<file path="config.mk">
export PLATFORM = sky130hd
export DESIGN_NAME = id_decode_stage
export DESIGN_NICKNAME = d
export VERILOG_FILES = /design/src/rtl/id_decode_stage.sv
export SDC_FILE = /design/constraint.sdc
export NUM_CORES = 1
export LEC_CHECK = 0
export CAP_MARGIN = 20
export CORE_MARGIN = 2
export CORE_UTILIZATION = 30
export DETAILED_ROUTE_END_ITERATION = 10
export GPL_TIMING_DRIVEN = 0
export PLACE_DENSITY = 0.75
export SETUP_SLACK_MARGIN = 0.15
export SYNTH_ARGS = -nofsm -noshare
export SYNTH_HDL_FRONTEND = slang
export SYNTH_SLANG_ARGS = --single-unit
</file>
<file path="constraint.sdc">
create_clock -name clk -period 2.1 [get_ports clk]
set_input_delay 0.42 -clock clk [delete_from_list [all_inputs] [get_ports clk]]
set_output_delay 0.42 -clock clk [all_outputs]
set_load 0.01 [all_outputs]
</file>
<file path="src/rtl/id_decode_stage.sv">
// ---------------------------------------------------------------------------
// id_decode_stage
//
// RV32I decode pipeline stage. One fetched instruction is decoded
// combinationally and captured into a single output register. That register
// holds the ALU control word, the immediate, the register indices and the
// datapath/memory control bits for the execute stage. Both sides use a
// valid/ready handshake. A flush input kills the held bundle and drops any
// instruction offered in the same cycle.
//
// Ports
//   clk, rst           rising-edge clock, synchronous active-high reset
//   in_valid/in_ready  fetch-side handshake (in_ready is combinational)
//   instr, pc          instruction word and its address
//   flush              kill the held bundle and the instruction offered now
//   out_valid/out_ready execute-side handshake
//   aluc               6-bit ALU control word
//   imm                sign-extended immediate (zero-extended shamt for shifts)
//   rs1, rs2, rd       register indices, 0 when the field is unused
//   a_sel, b_sel       operand A: 0=rs1 1=pc; operand B: 0=rs2 1=imm
//   reg_we             writeback enable, never set when rd==0
//   mem_rd, mem_wr     load / store
//   funct3_o           raw funct3 for the LSU and branch unit
//   branch, jump       conditional branch / JAL-JALR
//   illegal            unsupported encoding
// ---------------------------------------------------------------------------
module id_decode_stage #(
  parameter int XLEN = 32
) (
  input  logic            clk,
  input  logic            rst,
  input  logic            in_valid,
  output logic            in_ready,
  input  logic [31:0]     instr,
  input  logic [XLEN-1:0] pc,
  input  logic            flush,
  output logic            out_valid,
  input  logic            out_ready,
  output logic [5:0]      aluc,
  output logic [XLEN-1:0] imm,
  output logic [4:0]      rs1,
  output logic [4:0]      rs2,
  output logic [4:0]      rd,
  output logic            a_sel,
  output logic            b_sel,
  output logic            reg_we,
  output logic            mem_rd,
  output logic            mem_wr,
  output logic [2:0]      funct3_o,
  output logic            branch,
  output logic            jump,
  output logic            illegal
);

  // Major opcodes
  localparam logic [6:0] OPC_LUI    = 7'b0110111;
  localparam logic [6:0] OPC_AUIPC  = 7'b0010111;
  localparam logic [6:0] OPC_JAL    = 7'b1101111;
  localparam logic [6:0] OPC_JALR   = 7'b1100111;
  localparam logic [6:0] OPC_BRANCH = 7'b1100011;
  localparam logic [6:0] OPC_LOAD   = 7'b0000011;
  localparam logic [6:0] OPC_STORE  = 7'b0100011;
  localparam logic [6:0] OPC_OPIMM  = 7'b0010011;
  localparam logic [6:0] OPC_OP     = 7'b0110011;

  // ALU control words: [2:0] unit select, [3] variant, [4] arithmetic shift
  localparam logic [5:0] ALU_ADD  = 6'h00;
  localparam logic [5:0] ALU_SUB  = 6'h08;
  localparam logic [5:0] ALU_AND  = 6'h02;
  localparam logic [5:0] ALU_OR   = 6'h0A;
  localparam logic [5:0] ALU_SLT  = 6'h03;
  localparam logic [5:0] ALU_SLTU = 6'h0B;
  localparam logic [5:0] ALU_XOR  = 6'h04;
  localparam logic [5:0] ALU_LUI  = 6'h0C;
  localparam logic [5:0] ALU_SLL  = 6'h05;
  localparam logic [5:0] ALU_SRL  = 6'h0D;
  localparam logic [5:0] ALU_SRA  = 6'h1D;

  // Instruction fields
  logic [6:0] f_opcode;
  logic [4:0] f_rd;
  logic [2:0] f_funct3;
  logic [4:0] f_rs1;
  logic [4:0] f_rs2;
  logic [6:0] f_funct7;
  logic       f7_zero;
  logic       f7_alt;

  assign f_opcode = instr[6:0];
  assign f_rd     = instr[11:7];
  assign f_funct3 = instr[14:12];
  assign f_rs1    = instr[19:15];
  assign f_rs2    = instr[24:20];
  assign f_funct7 = instr[31:25];
  assign f7_zero  = (f_funct7 == 7'h00);
  assign f7_alt   = (f_funct7 == 7'h20);

  // Immediate formats
  logic [XLEN-1:0] imm_i;
  logic [XLEN-1:0] imm_s;
  logic [XLEN-1:0] imm_b;
  logic [XLEN-1:0] imm_u;
  logic [XLEN-1:0] imm_j;
  logic [XLEN-1:0] imm_sh;

  assign imm_i  = {{(XLEN-12){instr[31]}}, instr[31:20]};
  assign imm_s  = {{(XLEN-12){instr[31]}}, instr[31:25], instr[11:7]};
  assign imm_b  = {{(XLEN-12){instr[31]}}, instr[7], instr[30:25], instr[11:8], 1'b0};
  assign imm_u  = {instr[31:12], {(XLEN-20){1'b0}}};
  assign imm_j  = {{(XLEN-20){instr[31]}}, instr[19:12], instr[20], instr[30:21], 1'b0};
  assign imm_sh = {{(XLEN-5){1'b0}}, instr[24:20]};

  // The stage carries no pc field downstream: the execute stage keeps its own
  // copy alongside the bundle, so pc is only part of the fetch-side interface.
  logic unused_pc;
  assign unused_pc = ^pc;

  // Handshake
  logic accept;
  assign in_ready = !out_valid || out_ready;
  assign accept   = in_valid && in_ready && !flush;

  // Decoded bundle for the instruction currently offered by fetch
  logic [5:0]      d_aluc;
  logic [XLEN-1:0] d_imm;
  logic [4:0]      d_rs1;
  logic [4:0]      d_rs2;
  logic [4:0]      d_rd;
  logic            d_a_sel;
  logic            d_b_sel;
  logic            d_we;
  logic            d_mem_rd;
  logic            d_mem_wr;
  logic            d_branch;
  logic            d_jump;
  logic            d_illegal;

  // Main decoder. Each opcode fills in only the fields it uses; everything
  // else stays at zero. An illegal encoding is collapsed to an all-zero
  // bundle with only the illegal flag set, so nothing downstream acts on it.
  always_comb begin
    d_aluc    = ALU_ADD;
    d_imm     = '0;
    d_rs1     = '0;
    d_rs2     = '0;
    d_rd      = '0;
    d_a_sel   = 1'b0;
    d_b_sel   = 1'b0;
    d_we      = 1'b0;
    d_mem_rd  = 1'b0;
    d_mem_wr  = 1'b0;
    d_branch  = 1'b0;
    d_jump    = 1'b0;
    d_illegal = 1'b0;

    case (f_opcode)
      OPC_LUI: begin
        d_aluc  = ALU_LUI;
        d_imm   = imm_u;
        d_rd    = f_rd;
        d_b_sel = 1'b1;
        d_we    = 1'b1;
      end

      OPC_AUIPC: begin
        d_imm   = imm_u;
        d_rd    = f_rd;
        d_a_sel = 1'b1;
        d_b_sel = 1'b1;
        d_we    = 1'b1;
      end

      // The ALU forms the jump target (pc+imm / rs1+imm); the link value
      // is produced beside the ALU from pc.
      OPC_JAL: begin
        d_imm   = imm_j;
        d_rd    = f_rd;
        d_a_sel = 1'b1;
        d_b_sel = 1'b1;
        d_we    = 1'b1;
        d_jump  = 1'b1;
      end

      OPC_JALR: begin
        d_imm   = imm_i;
        d_rs1   = f_rs1;
        d_rd    = f_rd;
        d_b_sel = 1'b1;
        d_we    = 1'b1;
        d_jump  = 1'b1;
      end

      // Branch compare runs in the ALU: equality through the subtractor's
      // zero flag, ordering through the set-less-than unit.
      OPC_BRANCH: begin
        d_imm    = imm_b;
        d_rs1    = f_rs1;
        d_rs2    = f_rs2;
        d_branch = 1'b1;
        case (f_funct3)
          3'b000, 3'b001: d_aluc    = ALU_SUB;
          3'b100, 3'b101: d_aluc    = ALU_SLT;
          3'b110, 3'b111: d_aluc    = ALU_SLTU;
          default:        d_illegal = 1'b1;
        endcase
      end

      OPC_LOAD: begin
        d_imm    = imm_i;
        d_rs1    = f_rs1;
        d_rd     = f_rd;
        d_b_sel  = 1'b1;
        d_we     = 1'b1;
        d_mem_rd = 1'b1;
        case (f_funct3)
          3'b000, 3'b001, 3'b010, 3'b100, 3'b101: d_illegal = 1'b0;
          default:                                d_illegal = 1'b1;
        endcase
      end

      OPC_STORE: begin
        d_imm    = imm_s;
        d_rs1    = f_rs1;
        d_rs2    = f_rs2;
        d_b_sel  = 1'b1;
        d_mem_wr = 1'b1;
        case (f_funct3)
          3'b000, 3'b001, 3'b010: d_illegal = 1'b0;
          default:                d_illegal = 1'b1;
        endcase
      end

      // Immediate shifts reuse the upper immediate bits as funct7, so the
      // immediate becomes the bare shamt and funct7 is checked for legality.
      OPC_OPIMM: begin
        d_imm   = imm_i;
        d_rs1   = f_rs1;
        d_rd    = f_rd;
        d_b_sel = 1'b1;
        d_we    = 1'b1;
        case (f_funct3)
          3'b000: d_aluc = ALU_ADD;
          3'b010: d_aluc = ALU_SLT;
          3'b011: d_aluc = ALU_SLTU;
          3'b100: d_aluc = ALU_XOR;
          3'b110: d_aluc = ALU_OR;
          3'b111: d_aluc = ALU_AND;
          3'b001: begin
            d_imm = imm_sh;
            if (f7_zero) d_aluc    = ALU_SLL;
            else         d_illegal = 1'b1;
          end
          default: begin
            d_imm = imm_sh;
            if (f7_zero)     d_aluc    = ALU_SRL;
            else if (f7_alt) d_aluc    = ALU_SRA;
            else             d_illegal = 1'b1;
          end
        endcase
      end

      // Register-register: only ADD/SUB and SRL/SRA accept funct7=0x20.
      OPC_OP: begin
        d_rs1 = f_rs1;
        d_rs2 = f_rs2;
        d_rd  = f_rd;
        d_we  = 1'b1;
        case (f_funct3)
          3'b000: begin
            if (f7_zero)     d_aluc    = ALU_ADD;
            else if (f7_alt) d_aluc    = ALU_SUB;
            else             d_illegal = 1'b1;
          end
          3'b101: begin
            if (f7_zero)     d_aluc    = ALU_SRL;
            else if (f7_alt) d_aluc    = ALU_SRA;
            else             d_illegal = 1'b1;
          end
          default: begin
            if (!f7_zero) begin
              d_illegal = 1'b1;
            end else begin
              case (f_funct3)
                3'b001:  d_aluc = ALU_SLL;
                3'b010:  d_aluc = ALU_SLT;
                3'b011:  d_aluc = ALU_SLTU;
                3'b100:  d_aluc = ALU_XOR;
                3'b110:  d_aluc = ALU_OR;
                default: d_aluc = ALU_AND;
              endcase
            end
          end
        endcase
      end

      default: d_illegal = 1'b1;
    endcase

    if (d_illegal) begin
      d_aluc   = ALU_ADD;
      d_imm    = '0;
      d_rs1    = '0;
      d_rs2    = '0;
      d_rd     = '0;
      d_a_sel  = 1'b0;
      d_b_sel  = 1'b0;
      d_we     = 1'b0;
      d_mem_rd = 1'b0;
      d_mem_wr = 1'b0;
      d_branch = 1'b0;
      d_jump   = 1'b0;
    end

    // Writes to x0 are dropped here so execute never needs to check rd.
    if (d_rd == 5'd0) begin
      d_we = 1'b0;
    end
  end

  // Output register. Flush has priority over an offered instruction and
  // only clears the valid bit; the payload is don't-care while invalid.
  // With nothing accepted, a consumed bundle simply goes invalid, and an
  // unconsumed one is held untouched.
  always_ff @(posedge clk) begin
    if (rst) begin
      out_valid <= 1'b0;
      aluc      <= '0;
      imm       <= '0;
      rs1       <= '0;
      rs2       <= '0;
      rd        <= '0;
      a_sel     <= 1'b0;
      b_sel     <= 1'b0;
      reg_we    <= 1'b0;
      mem_rd    <= 1'b0;
      mem_wr    <= 1'b0;
      funct3_o  <= '0;
      branch    <= 1'b0;
      jump      <= 1'b0;
      illegal   <= 1'b0;
    end else if (flush) begin
      out_valid <= 1'b0;
    end else if (accept) begin
      out_valid <= 1'b1;
      aluc      <= d_aluc;
      imm       <= d_imm;
      rs1       <= d_rs1;
      rs2       <= d_rs2;
      rd        <= d_rd;
      a_sel     <= d_a_sel;
      b_sel     <= d_b_sel;
      reg_we    <= d_we;
      mem_rd    <= d_mem_rd;
      mem_wr    <= d_mem_wr;
      funct3_o  <= f_funct3;
      branch    <= d_branch;
      jump      <= d_jump;
      illegal   <= d_illegal;
    end else if (out_ready) begin
      out_valid <= 1'b0;
    end
  end

endmodule

</file>
# [Word-level counts from Yosys, hierarchy flattened]
# Index checks and enable logic that the tools add are counted.
[totals] inputBits=69 out_inout_bits=66 word_cells=108 regBits=65
[op_classes] n_bitwise=1 n_mux=47 n_reduce_logical=28 eq_ne=17
[op_table] operator="$pmux 32 s6" n=1
[op_table] operator="$mux 32" n=2
[op_table] operator="$mux 5" n=8
[op_table] operator="$pmux 5 s7" n=1
[op_table] operator="$eq 7x6->1 const B" n=4
[op_table] operator="$mux 1" n=24
[op_table] operator="$pmux 6 s4" n=1
[op_table] operator="$eq 7x7->1 const B" n=3
[op_table] operator="$pmux 4 s5" n=1
[op_table] operator="$reduce_or 2->1" n=9
[op_table] operator="$reduce_or 6->1" n=3
[op_table] operator="$eq 7x5->1 const B" n=2
[op_table] operator="$reduce_or 7->1" n=2
[op_table] operator="$eq 3x3->1 const B" n=4
[op_table] operator="$mux 4" n=3
[op_table] operator="$pmux 4 s3" n=1
[op_table] operator="$pmux 6 s2" n=1
[op_table] operator="$eq 7x2->1 const B" n=1
[op_table] operator="$logic_not 7->1" n=1
[op_table] operator="$eq 3x2->1 const B" n=2
[op_table] operator="$mux 6" n=1
[op_table] operator="$pmux 1 s6" n=1
[op_table] operator="$reduce_or 3->1" n=2
[op_table] operator="$logic_not 5->1" n=1
[op_table] operator="12 further kinds" n=14

# [Longest topological paths before layout]
[logic_depth] ltp_word=8 mapped_depth=11 mapped_depth_nobuf=7

# [Worst setup path before layout]
# Ideal clock, no wire load.
[synth_path] path_kind="in2reg" start="input port instr[14]" end="register imm[31]" t_required_ps=1983 path_slack_ps=-146 t_arrival_ps=2128 path_stages=11 cell_sequence="clkbuf_1 -> inv_1 -> ha_1 -> clkbuf_1 -> nand3_1 -> o221ai_1 -> o2111ai_2 -> and3_1 -> buf_6 -> buf_6 -> a32o_1"
[synth_via] elab_chain_len=5 elab_cells_between_ends=22 classes_between="eq/ne: 7; mux: 9; reduce/logical: 6"
[synth_rtl] item="start: declaration" line="34" rtl="input logic [31:0] instr,"
[synth_rtl] item="$eq 3x3->1, or another cell as far along" line="200, 241"
[synth_rtl] item="$reduce_or 6->1 (no source line), or another cell as far along"
[synth_rtl] item="$pmux 1 s2, or another cell as far along" line="241" rtl="case (f_funct3)"
[synth_rtl] item="$pmux 1 s6 / $pmux 32 s6 (equally long branches)" line="156" rtl="case (f_opcode)"
[synth_rtl] item="$mux 32 (*)" line="299" rtl="if (d_illegal) begin"
[synth_rtl] item="end signal: assignment" line="346" rtl="imm <= d_imm;"
[synth_rtl] item="end: declaration" line="40" rtl="output logic [XLEN-1:0] imm,"
# Mark *: on every way between the ends. The rest lies on a longest branch, timed or not.
# A chain may end at the register's enable or synchronous reset.

# [Worst setup path in the final report]
[layout_path] start="input port flush" end="register imm[22]"
[layout_via] elab_chain_len=3 elab_cells_between_ends=4 classes_between="bitwise: 1; reduce/logical: 3"
[layout_rtl] item="start: declaration" line="36" rtl="input logic flush,"
[layout_rtl] item="$logic_not 1->1" line="121" rtl="assign accept = in_valid && in_ready && !flush;"
[layout_rtl] item="$logic_and 1x1->1" line="121"
[layout_rtl] item="$reduce_and 2->1 (no source line) (*)"
# Marked as above.

==> run metrics <==
CP Capture Type flop; Post-synth top cells dfxtp_1 (64), nand2_1 (38), a21oi_1 (33); Sw Ratio ~25%; WL final 11.3 mm; clock share of power 42.3%; FFs w/ async S/R, synth 0%; maxcap violations 0; GRT Total Usage 19.5%; pwr/cell area 572 mW/mm²; Gate power share 13.7%; global-route met2 utilization 32.3%; Crit Path Class input pin to flop; placed cell area 0.00432 mm²; Final Hold Vio Count 0; DP HPWL between 8 and 9 mm; vias post-DR 3497; Sequential Area ~0.0013 mm²; Nets around 570; worst-skew pair later-pin latency approximately 0.34 ns; DP Cell Count 600; Worst slew margin 65.4%; Hold Path Class input pin to flop; pre-CTS setup slack -0.830 ns; Post-Syn Area 0.00312 mm²; cts hold-fix bufs 0; Hold Path Origin instr[26]; Warnings, synthesis 0; diode count 0; crit path time final 1.92 ns; Num CTS Buffers 9; clk buf depth 2; Final Setup Violations 0; Post-Syn Area per Cell roughly 8.5 µm²; Pleak roughly 1.8 nW; most frequent cell after synthesis dfxtp_1; initial antenna violation count 0; number of global-route vias before repair 3328; DR vias/cell 5.52; first-pass GRT wire length between 15 and 20 mm; Req. time, crit path 2.37 ns; Syn Nets 440; RSZ-0062 raised after global routing no; Synth top area share 41.1%; GPL Wtd Cong 0.917; die width 106 µm; CTS tree yes; critical path arrival approximately 2.2 ns; met1 Track Usage GR 25.1%; initial drt markers 278; Clock Tree Root clkbuf_8; post-synth top area cell dfxtp_1; number of nets with antenna violations after routing 0; multi-input logic area 0.00179 mm²; sw power 704 µW; status complete, no violations; port bufs 97; register area share after synthesis 41.1%; leading post-synthesis cells by cell area dfxtp_1 (41%), a21oi_1 (5.3%), a32o_1 (5.1%), nand2_1 (4.6%), a22o_1 (4.2%); I/O pins 135; CP Launch Point flush; DR DRC count 0; EDFF count, synth 0; Mapped Cells 367; ys flop type dfxtp_1; Int Power 2.08 mW; core area 0.0102 mm²; Final period util slightly above 90%; Max Transition Viols Final 0; GRT met3 Usage 4.48%; CTS Sinks 64; Least-Margin Pin Slew between 0.5 and 0.6 ns; worst vdd ir ~0.00032 V; Reg clk slew, reported paths 0.07 ns; Worst Path Max Fanout 5; fillers 961; GR peak layer met2; Fmax achieved around 520 MHz; Die Y between 100 and 150 µm; largest net degree at the start of global routing 12; final setup margin 0.176 ns; setup_tns 0 ns; synth unique cells between 50 and 60; layout cell share with drive strength beyond 1 18.3%; Initial Util a little under a third; Critical Path Source Type input pin; full die area 0.0112 mm²; Tot Pwr 2.78 mW; num rows 37; r2r startpoint out_valid$_SDFFE_PP0P_; skew final 0.00591 ns; Reg power frac between 40 and 50%; Design Area, Final around 0.0049 mm²; Synth Register Bits 64; Final Non-Filler Cells 633; DRT Pass-1 Iters 5; Area Growth Syn to Fin 56.0%; H-tree levels 3; total gr overflow 0; wire per inst 17.8 µm
## kinds of logic after synthesis
| kind of cell | Yosys count | share of synthesized area [%] |
|---|---|---|
| compound gates | 139 | 30.8 |
| simple gates | 111 | 19.1 |
| flops | 64 | 41.1 |
| buf+inv | 46 | 6.70 |
| fa+ha+maj | 5 | 1.92 |
| xor+xnor | 1 | 0.281 |
| other cells | 1 | 0.120 |
## metrics by stage
stage,util (%),hold WS [ns]
finish,47.6,0.384
global placement,42.3,0.439
CTS,46.1,0.461
detailed placement,42.3,0.448
global route,47.6,0.377
floorplan,-,0.472
## path summary, 6_finish.rpt
check,endpoint,slack (ns),cells after the start
setup / recovery,imm[22]$_SDFFE_PP0P_,0.18,7
hold / removal,imm[6]$_SDFFE_PP0P_,0.38,2
setup reg to reg,aluc[2]$_SDFFE_PP0P_,0.46,6
hold reg to reg,aluc[0]$_SDFFE_PP0P_,0.46,2
## layout make-up
cell class	instances	share of cell area, %
multi-input cells	257	36.8
flip-flops and latches	64	26.3
repair buffers	114	22.4
plain buffers	35	5.48
well taps	136	3.50
clock buffers	11	2.90
clock inverters	5	1.65
inverters	11	1.00
## registers in the layout, summed over array words and instances (netlist names)
| register | count |
|---|---|
| imm | 32 |
| aluc | 5 |
| rd | 5 |
| rs1 | 5 |
| rs2 | 5 |
| funct3_o | 3 |
| a_sel | 1 |
| b_sel | 1 |
| branch | 1 |
| illegal | 1 |
| jump | 1 |
| mem_rd | 1 |
| mem_wr | 1 |
| out_valid | 1 |
| reg_we | 1 |
## power groups by stage
| stage | logic, mW | registers [mW] | clock network, mW |
|---|---|---|---|
| floorplan | 0.172 | 1.25 | 0 |
| global placement | 0.326 | 1.25 | 0 |
| detailed placement | 0.330 | 1.25 | 0 |
| CTS | 0.351 | 1.22 | 1.19 |
| global route | 0.409 | 1.22 | 1.24 |
| finish | 0.382 | 1.22 | 1.18 |
## routing by layer
layer  vias up  share of wire, %  wire, µm
li1       1628                 -         -
met1      1680                42      4760
met2       163                48      5400
met3        26               7.7       870
met4         0               2.4       267
met5         -                 0         0
## placed cells by master, fill, tap and decap left out, drive strengths merged, types with 3 or more instances in the layout
master	count
a22o	15
inv	11
nand3b	3
a211oi	5
a32o	16
nand2	38
nor2	14
a22oi	7
o2111ai	3
nand4	6
nand3	8
and3	13
dlygate4sd2	5
nor4	3
dfxtp	64
o21ai	26
a21o	4
nor2b	4
clkbuf	34
nor3	6
and2	3
a21oi	33
o221ai	3
o22ai	13
dlymetal6s2s	3
nand2b	6
clkdlybuf4s50	83
buf	33
ha	4
## critical path, cell delays in order
cell and delay [ns]:
clkdlybuf4s50_1 0.49, nor2_1 0.22, nand4_1 0.21, a21oi_4 0.20
nand4_1 0.25, buf_4 0.25, o22ai_1 0.14
## repair_timing
action | CTS | global route
setup endpoints to repair | 61 | 60
pin swaps | 2 | 6
cloned | 0 | 1
setup buffers | 9 | 7
gates resized for setup | 53 | 48
No activity file was read; power rests on OpenSTA's default activity.
